===== src/rtl/data_memory_unit.sv =====
// data_memory_unit: single-port data memory serving the core's M stage.
// After reset a sweep FSM zeroes every word while holding the core off with
// busy. A valid/ready loader port can preload words whenever the core is not
// storing. Core accesses above the implemented depth are dropped or read as
// zero and flagged with a one-cycle addr_err pulse.
module data_memory_unit #(
    parameter int ADDR_W = 8,
    parameter int DATA_W = 16
) (
    input  logic              clk,
    input  logic              rst,
    input  logic [15:0]       mem_addr,
    input  logic [DATA_W-1:0] mem_wdata,
    input  logic              mem_we,
    input  logic              mem_re,
    output logic [DATA_W-1:0] mem_rdata,
    output logic              busy,
    input  logic              ld_valid,
    input  logic [ADDR_W-1:0] ld_addr,
    input  logic [DATA_W-1:0] ld_data,
    output logic              ld_ready,
    output logic              addr_err,
    output logic [15:0]       wr_count
);

    localparam int DEPTH = 2 ** ADDR_W;

    typedef enum logic {
        S_CLEAR = 1'b0,
        S_RUN   = 1'b1
    } state_t;

    state_t              r_state;
    logic [ADDR_W-1:0]   r_clr_ptr;
    logic                r_addr_err;
    logic [15:0]         r_wr_count;
    logic [DATA_W-1:0]   r_mem [DEPTH];

    logic                w_run;
    logic                w_in_range;
    logic [ADDR_W-1:0]   w_word_addr;
    logic                w_core_wr;
    logic                w_ld_wr;
    logic                w_wr_en;
    logic [ADDR_W-1:0]   w_wr_addr;
    logic [DATA_W-1:0]   w_wr_data;

    assign w_run       = (r_state == S_RUN);
    assign w_in_range  = (mem_addr[15:ADDR_W] == '0);
    assign w_word_addr = mem_addr[ADDR_W-1:0];

    // A core store only commits in RUN and inside the implemented range.
    assign w_core_wr   = w_run & mem_we & w_in_range;

    // The loader yields to any committing core store; an out-of-range store
    // is dropped and therefore does not block the loader.
    assign ld_ready    = w_run & ~(mem_we & w_in_range);
    assign w_ld_wr     = ld_valid & ld_ready;

    // Single write port: the clear sweep owns it in CLEAR, otherwise the core
    // store has priority over the loader.
    always_comb begin
        // NOTE: every output gets a default first so no path leaves a latch.
        w_wr_en   = 1'b0;
        w_wr_addr = w_word_addr;
        w_wr_data = mem_wdata;
        if (!w_run) begin
            w_wr_en   = 1'b1;
            w_wr_addr = r_clr_ptr;
            w_wr_data = '0;
        end else if (w_core_wr) begin
            w_wr_en   = 1'b1;
        end else if (w_ld_wr) begin
            w_wr_en   = 1'b1;
            w_wr_addr = ld_addr;
            w_wr_data = ld_data;
        end
    end

    // Clear-sweep FSM: walk clr_ptr across the whole array, then stay in RUN.
    always_ff @(posedge clk or posedge rst) begin
        // NOTE: sequential state uses non-blocking assignments only.
        if (rst) begin
            r_state   <= S_CLEAR;
            r_clr_ptr <= '0;
        end else if (r_state == S_CLEAR) begin
            r_clr_ptr <= r_clr_ptr + ADDR_W'(1);
            // All-ones pointer is the last word; leave CLEAR after writing it.
            if (&r_clr_ptr) begin
                r_state <= S_RUN;
            end
        end
    end

    // One-cycle error pulse for a strobed access above the implemented range.
    always_ff @(posedge clk or posedge rst) begin
        if (rst) begin
            r_addr_err <= 1'b0;
        end else begin
            r_addr_err <= w_run & (mem_we | mem_re) & ~w_in_range;
        end
    end

    // Saturating count of committed core stores.
    always_ff @(posedge clk or posedge rst) begin
        if (rst) begin
            r_wr_count <= '0;
        end else if (w_core_wr && (r_wr_count != 16'hFFFF)) begin
            r_wr_count <= r_wr_count + 16'd1;
        end
    end

    // Storage array write port.
    always_ff @(posedge clk) begin
        // NOTE: the array has no reset; the clear sweep initialises it instead.
        if (w_wr_en) begin
            r_mem[w_wr_addr] <= w_wr_data;
        end
    end

    // Asynchronous read returns pre-edge contents, so a same-cycle write is
    // seen as old data until after the edge.
    assign mem_rdata = (w_run & w_in_range) ? r_mem[w_word_addr] : '0;
    assign busy      = ~w_run;
    assign addr_err  = r_addr_err;
    assign wr_count  = r_wr_count;

endmodule


===== config.mk =====
export PLATFORM = sky130hd
export DESIGN_NAME = data_memory_unit
export DESIGN_NICKNAME = d
export VERILOG_FILES = /design/src/rtl/data_memory_unit.sv
export SDC_FILE = /design/constraint.sdc
export NUM_CORES = 2
export LEC_CHECK = 0
export BUFFER_PORTS_ARGS = -buffer_cell sky130_fd_sc_hd__buf_2
export CAP_MARGIN = 20
export CORE_MARGIN = 2
export CORE_UTILIZATION = 57
export CTS_CLUSTER_SIZE = 24
export DETAILED_ROUTE_END_ITERATION = 8
export PLACE_DENSITY = 0.8
export RECOVER_POWER = 25
export SLEW_MARGIN = 20
export SYNTH_ARGS = -nofsm -noshare
export SYNTH_HDL_FRONTEND = slang
export SYNTH_SLANG_ARGS = --single-unit

===== constraint.sdc =====
create_clock -name clk -period 5 [get_ports clk]
set_clock_uncertainty 0.2 [all_clocks]
set_input_delay 0.25 -clock clk [delete_from_list [all_inputs] [get_ports clk]]
set_output_delay 0.25 -clock clk [all_outputs]
set_load 0.03 [all_outputs]

## Word level (Yosys, flattened, before mapping)

Memories as Yosys holds them, arrays and structs flattened.
Cells that the tools add are included.

| storage, ports and cells | value |
|---|---|
| bits in registers | 26 |
| bits in writable memories | 4,096 |
| input bits | 61 |
| output and inout bits | 35 |
| logic and storage cells | 37 |
| memories | 1 |

| operators by class | value |
|---|---|
| $add $sub $neg | 2 |
| equal/unequal tests | 1 |
| mux-type cells | 14 |
| bitwise gates (word level) | 12 |
| reductions and logical operators | 3 |

Memories:

| name | depth | width | rd ports | clocked after memory_dff | write ports | line | RTL |
|---|---|---|---|---|---|---|---|
| r_mem | 256 | 16 | 1 | 0 | 1 | 37 | `logic [DATA_W-1:0] r_mem [DEPTH];` |

Operators with widths:

| cell | number |
|---|---|
| $mux 16 | 4 |
| $mux 8 | 3 |
| $add 16x1->16 const B | 1 |
| $ne 16x16->1 const B | 1 |
| $add 8x1->8 const B | 1 |
| $and 1x1->1 | 8 |
| $logic_not 8->1 | 1 |
| $reduce_and 8->1 | 1 |
| $mux 1 | 7 |
| $not 1->1 | 3 |
| $logic_and 1x1->1 | 1 |
| $or 1x1->1 | 1 |

## Logic depth before layout (Yosys ltp)

| depth | value |
|---|---|
| word-level depth | 10 |
| mapped depth | 13 |

## Worst setup path before layout

Ideal clock, no wire load.

| path | value |
|---|---|
| path kind | register to register |
| start point | reg r_state |
| end point | mem r_mem[0][0], data pin |
| setup time | 0.822 ns |
| data arrival time | 4.345 ns |
| setup slack | -0.366 ns |
| cell stages (with the launch flop) | 6 |
| buffers on the path | 3 |
| clock period less this slack | 5.366 ns |
| cells stage by stage | dfrtp_1 buf_1 clkbuf_1 clkbuf_1 nand3_1 nand2_1 |

| between the ends | value |
|---|---|
| cells in the longest elaborated chain, start to end | 5 |
| elaborated cells between the ends (all ways) | 7 |
| classes of those cells | mux (3); bitwise (4) |

RTL lines:

| item | line | RTL |
|---|---|---|
| start, declared | 33 | `state_t r_state;` |
| start signal, assigned | 84 | `r_state <= S_CLEAR;` |
| start signal, assigned | 90 | `r_state <= S_RUN;` |
| $and 1x1->1 | 57 | `assign ld_ready = w_run & ~(mem_we & w_in_range);` |
| $and 1x1->1 | 58 | `assign w_ld_wr = ld_valid & ld_ready;` |
| $mux 16 | 73 | `end else if (w_ld_wr) begin` |
| $mux 16 | 71 | `end else if (w_core_wr) begin` |
| $mux 16 (*) | 67 | `if (!w_run) begin` |
| named net w_wr_data[0] | 46 | `logic [DATA_W-1:0] w_wr_data;` |
| end, declared | 37 |  |

The timed path passes the listed nets; every way through them passes the cells marked *.

## Worst setup path in the final report

| path | value |
|---|---|
| start point | in mem_addr[2] |
| end point | out mem_rdata[8] |

| between the ends | value |
|---|---|
| cells in the longest elaborated chain, start to end | 2 |

RTL lines:

| item | line | RTL |
|---|---|---|
| start, declared | 12 | `input logic [15:0] mem_addr,` |
| $mem_v2 256x16 | -- |  |
| $mux 16 | 123 | `assign mem_rdata = (w_run & w_in_range) ? r_mem[w_word_addr] : '0;` |
| end, declared | 16 | `output logic [DATA_W-1:0] mem_rdata,` |

No other way between the ends.

==> impl_metrics.yaml <==
grt:
  grt_max_degree: 112
  first_global_vias: 88200
  grt_pass1_wl_um: 668000
  antenna_found_initial: 18
  grt_util_all_layers_pct: 33.3
  grt_overflow: 0
logic_synthesis:
  postSynthCellCount: 7798
  synth_top_area_cell: "edfxtp_1"
  ys_warn_count: 0
  ys_ff_latch: 4122
  syn_area_sq_um: 159000
  synth_top_area_share_pct: 77.1
  ys_types: 76
  synthTopCellsByArea: "edfxtp_1, mux4_2, mux2i_1, o221ai_1, nor2_1"
  synth_ff_type: "edfxtp_1"
  ys_seq_area_share_pct: 77.5
  syn_area_per_cell_sq_um: 20.5
  syn_nets: 7861
  synth-edff-count: 4096
  ys_async_sr_fraction_pct: 0.631
placement:
  gp_congestion: 0.988
  dp_hpwl_um: 289000
  dp_slack_ps: -91.3
  port_buffers: 95
drt:
  drc_errors: 0
  routed_wl_um: 479000
  via_per_inst: 7.18
  drt_iter0_drc: 17400
  routedWlPerCell_um: 38.0
  drt_first_pass_iters: 8
  via_count: 90400
  ant_nets: 0
floorplanning:
  io_pins: 96
  core-area_sq_um: 279000
  fp.dieArea_sq_um: 284000
  std_cell_rows: 194
  die_w_um: 533
  die_h_um: 533
  start_util_pct: 57.2
final_layout:
  seq_area_sq_um: 124000
  final_common_cell: "edfxtp_1"
  final_cell_mix: "edfxtp_1, mux4_2, buf_4, mux2i_1, clkbuf_16"
  nFillCells: 16600
  num-nets-final: 8576
  multiInputGateArea_sq_um: 33900
  drive_gt1_share_pct: 24.8
  syn2layout_area_growth_pct: 14.4
clocking:
  htreeDepth: 5
  cts_buffers: 399
  clk_pin_slew_ps: 60
  clk_path_buf_depth: 4
  cts.sinks: 4122
  clkLatencyLatePin_ps: 960
  root_buffer: "clkbuf_16"
  cts_tree: "done"
setup_path:
  r2r_setup_slack_ps: 330
  cp_max_fo: 44
  crit_arrival_ps: 4730
  cp.required_ps: 4550
  endpoint_kind: "primary output"
  start_kind: "primary input"
  worstReg2RegStart: "r_state"
  startpoint: "mem_addr[2]"
  worstSetupPathType: "in2out"
sta:
  finalMaxSlewViolations: 0
  hold_violations: 0
  fin_crit_ps: 5180
  slew_headroom_pct: 4.78
  setup_ws_ps: -181
  tightest_slew_ps: 1420
  setup_viol: 5
  fin_tns_setup_ps: -380
  clock.fmax_ghz: 0.193
  finalCritPeriodShare_pct: 104
status:
  violations: "setup timing"
  status: "finished with violations"
hold_path:
  hp-class: "in2reg"
  hold_start: "mem_wdata[3]"
job:
  cap_violations: 0
power_and_ir_drop:
  power_mw: 70.3
  leakagePower_nw: 49.9
  ir_drop_uv: 447
  powerDensity_nw_per_um2: 385
-- cells in the mapped netlist, types with 43 or more instances --
| cell type | number |
|---|---|
| a211oi_1 | 60 |
| o21ai_0 | 97 |
| nor4_1 | 43 |
| mux2i_1 | 587 |
| a21oi_1 | 144 |
| nand2_1 | 184 |
| nor2_1 | 334 |
| mux4_2 | 738 |
| nand3_1 | 101 |
| buf_1 | 47 |
| nor3_1 | 120 |
| buf_4 | 109 |
| a22oi_1 | 73 |
| buf_2 | 70 |
| clkbuf_1 | 249 |
| edfxtp_1 | 4096 |
| o22ai_1 | 180 |
| o221ai_1 | 177 |
-- report_power, final --
| group | switching [mW] | leakage (nW) | internal, mW | total (mW) |
|---|---|---|---|---|
| combinational | 1.33 | 14.2 | 0.692 | 2.02 |
| sequential | 0 | 29.2 | 37.4 | 37.4 |
| clock | 13.3 | 6.47 | 17.5 | 30.8 |
| total | 14.7 | 49.9 | 55.6 | 70.3 |
-- timing repair --
item,in CTS,in global routing
cloned,0,0
resized for setup,8,4
pin swaps,2,4
hold buffers,25,0
hold endpoints to repair,272,0
setup buffers,1,2
endpoints found under the setup margin,6,5
-- cell families (layout without fill, tap and decap cells) --
| group | count (synthesis) | after routing | share of synthesized area, % |
|---|---|---|---|
| flops | 4122 | 4122 | 77.5 |
| mux | 1354 | 1354 | 14.3 |
| simple gates | 937 | 937 | 2.76 |
| compound gates | 868 | 868 | 3.77 |
| buf+inv | 493 | 1541 | 1.50 |
| xor+xnor | 22 | 22 | 0.121 |
| fa+ha+maj | 2 | 2 | 0.0157 |
| other cells | 0 | 14 | 0 |
-- per-stage QoR --
stage               area, sq um  utilization [%]  instances  hold WS [ps]
CTS                      182000             65.4      12600          33.1
floorplan                160000                -       7798          90.0
global placement         169000             60.5      11800           268
detailed placement       169000             60.5      11800           280
global route             183000             65.4      12600          62.5
finish                   183000             65.4      12600          67.4
-- final timing paths --
check | endpoint | cells past startpoint
worst max-delay path | mem_rdata[8] | 11
worst min-delay path | r_mem[194][3] | 3
worst max register to register | r_mem[92][14] | 8
worst min register to register | r_clr_ptr[5] | 1
max in group asynchronous | r_state | 5
min in group asynchronous | wr_count[15] | 4
-- sequential cells by signal, indices dropped and copies added, names as in the netlist --
| register | count |
|---|---|
| r_mem | 4096 |
| r_clr_ptr | 8 |
| r_state | 1 |
| addr_err | 1 |
| wr_count | 16 |
-- cell type report --
class	count	area share, %
flip-flops and latches	4122	67.7
multi-input cells	3183	18.6
clock buffers	459	5.64
inverters	12	0.0322
clock inverters	275	1.69
diodes	14	0.0192
well taps	3724	2.55
repair buffers	795	3.77
-- routing by layer --
| layer | vias up | routed length [um] | global-route usage [%] |
|---|---|---|---|
| li1 | 34100 | - | - |
| met1 | 45500 | 149000 | 42.0 |
| met2 | 9050 | 219000 | 50.7 |
| met3 | 1762 | 70400 | 9.61 |
| met4 | 16 | 40800 | 22.6 |
| met5 | - | 108 | 0 |
-- worst max-delay path: stages --
cell	delay [ps]
buf_6	550
buf_12	370
buf_4	490
buf_4	380
and2_1	230
a211oi_1	60
a21oi_1	580
nand4_1	620
o32ai_4	670
buf_4	190
buf_2	200
Note: power is estimated with default switching activity, not from simulation.
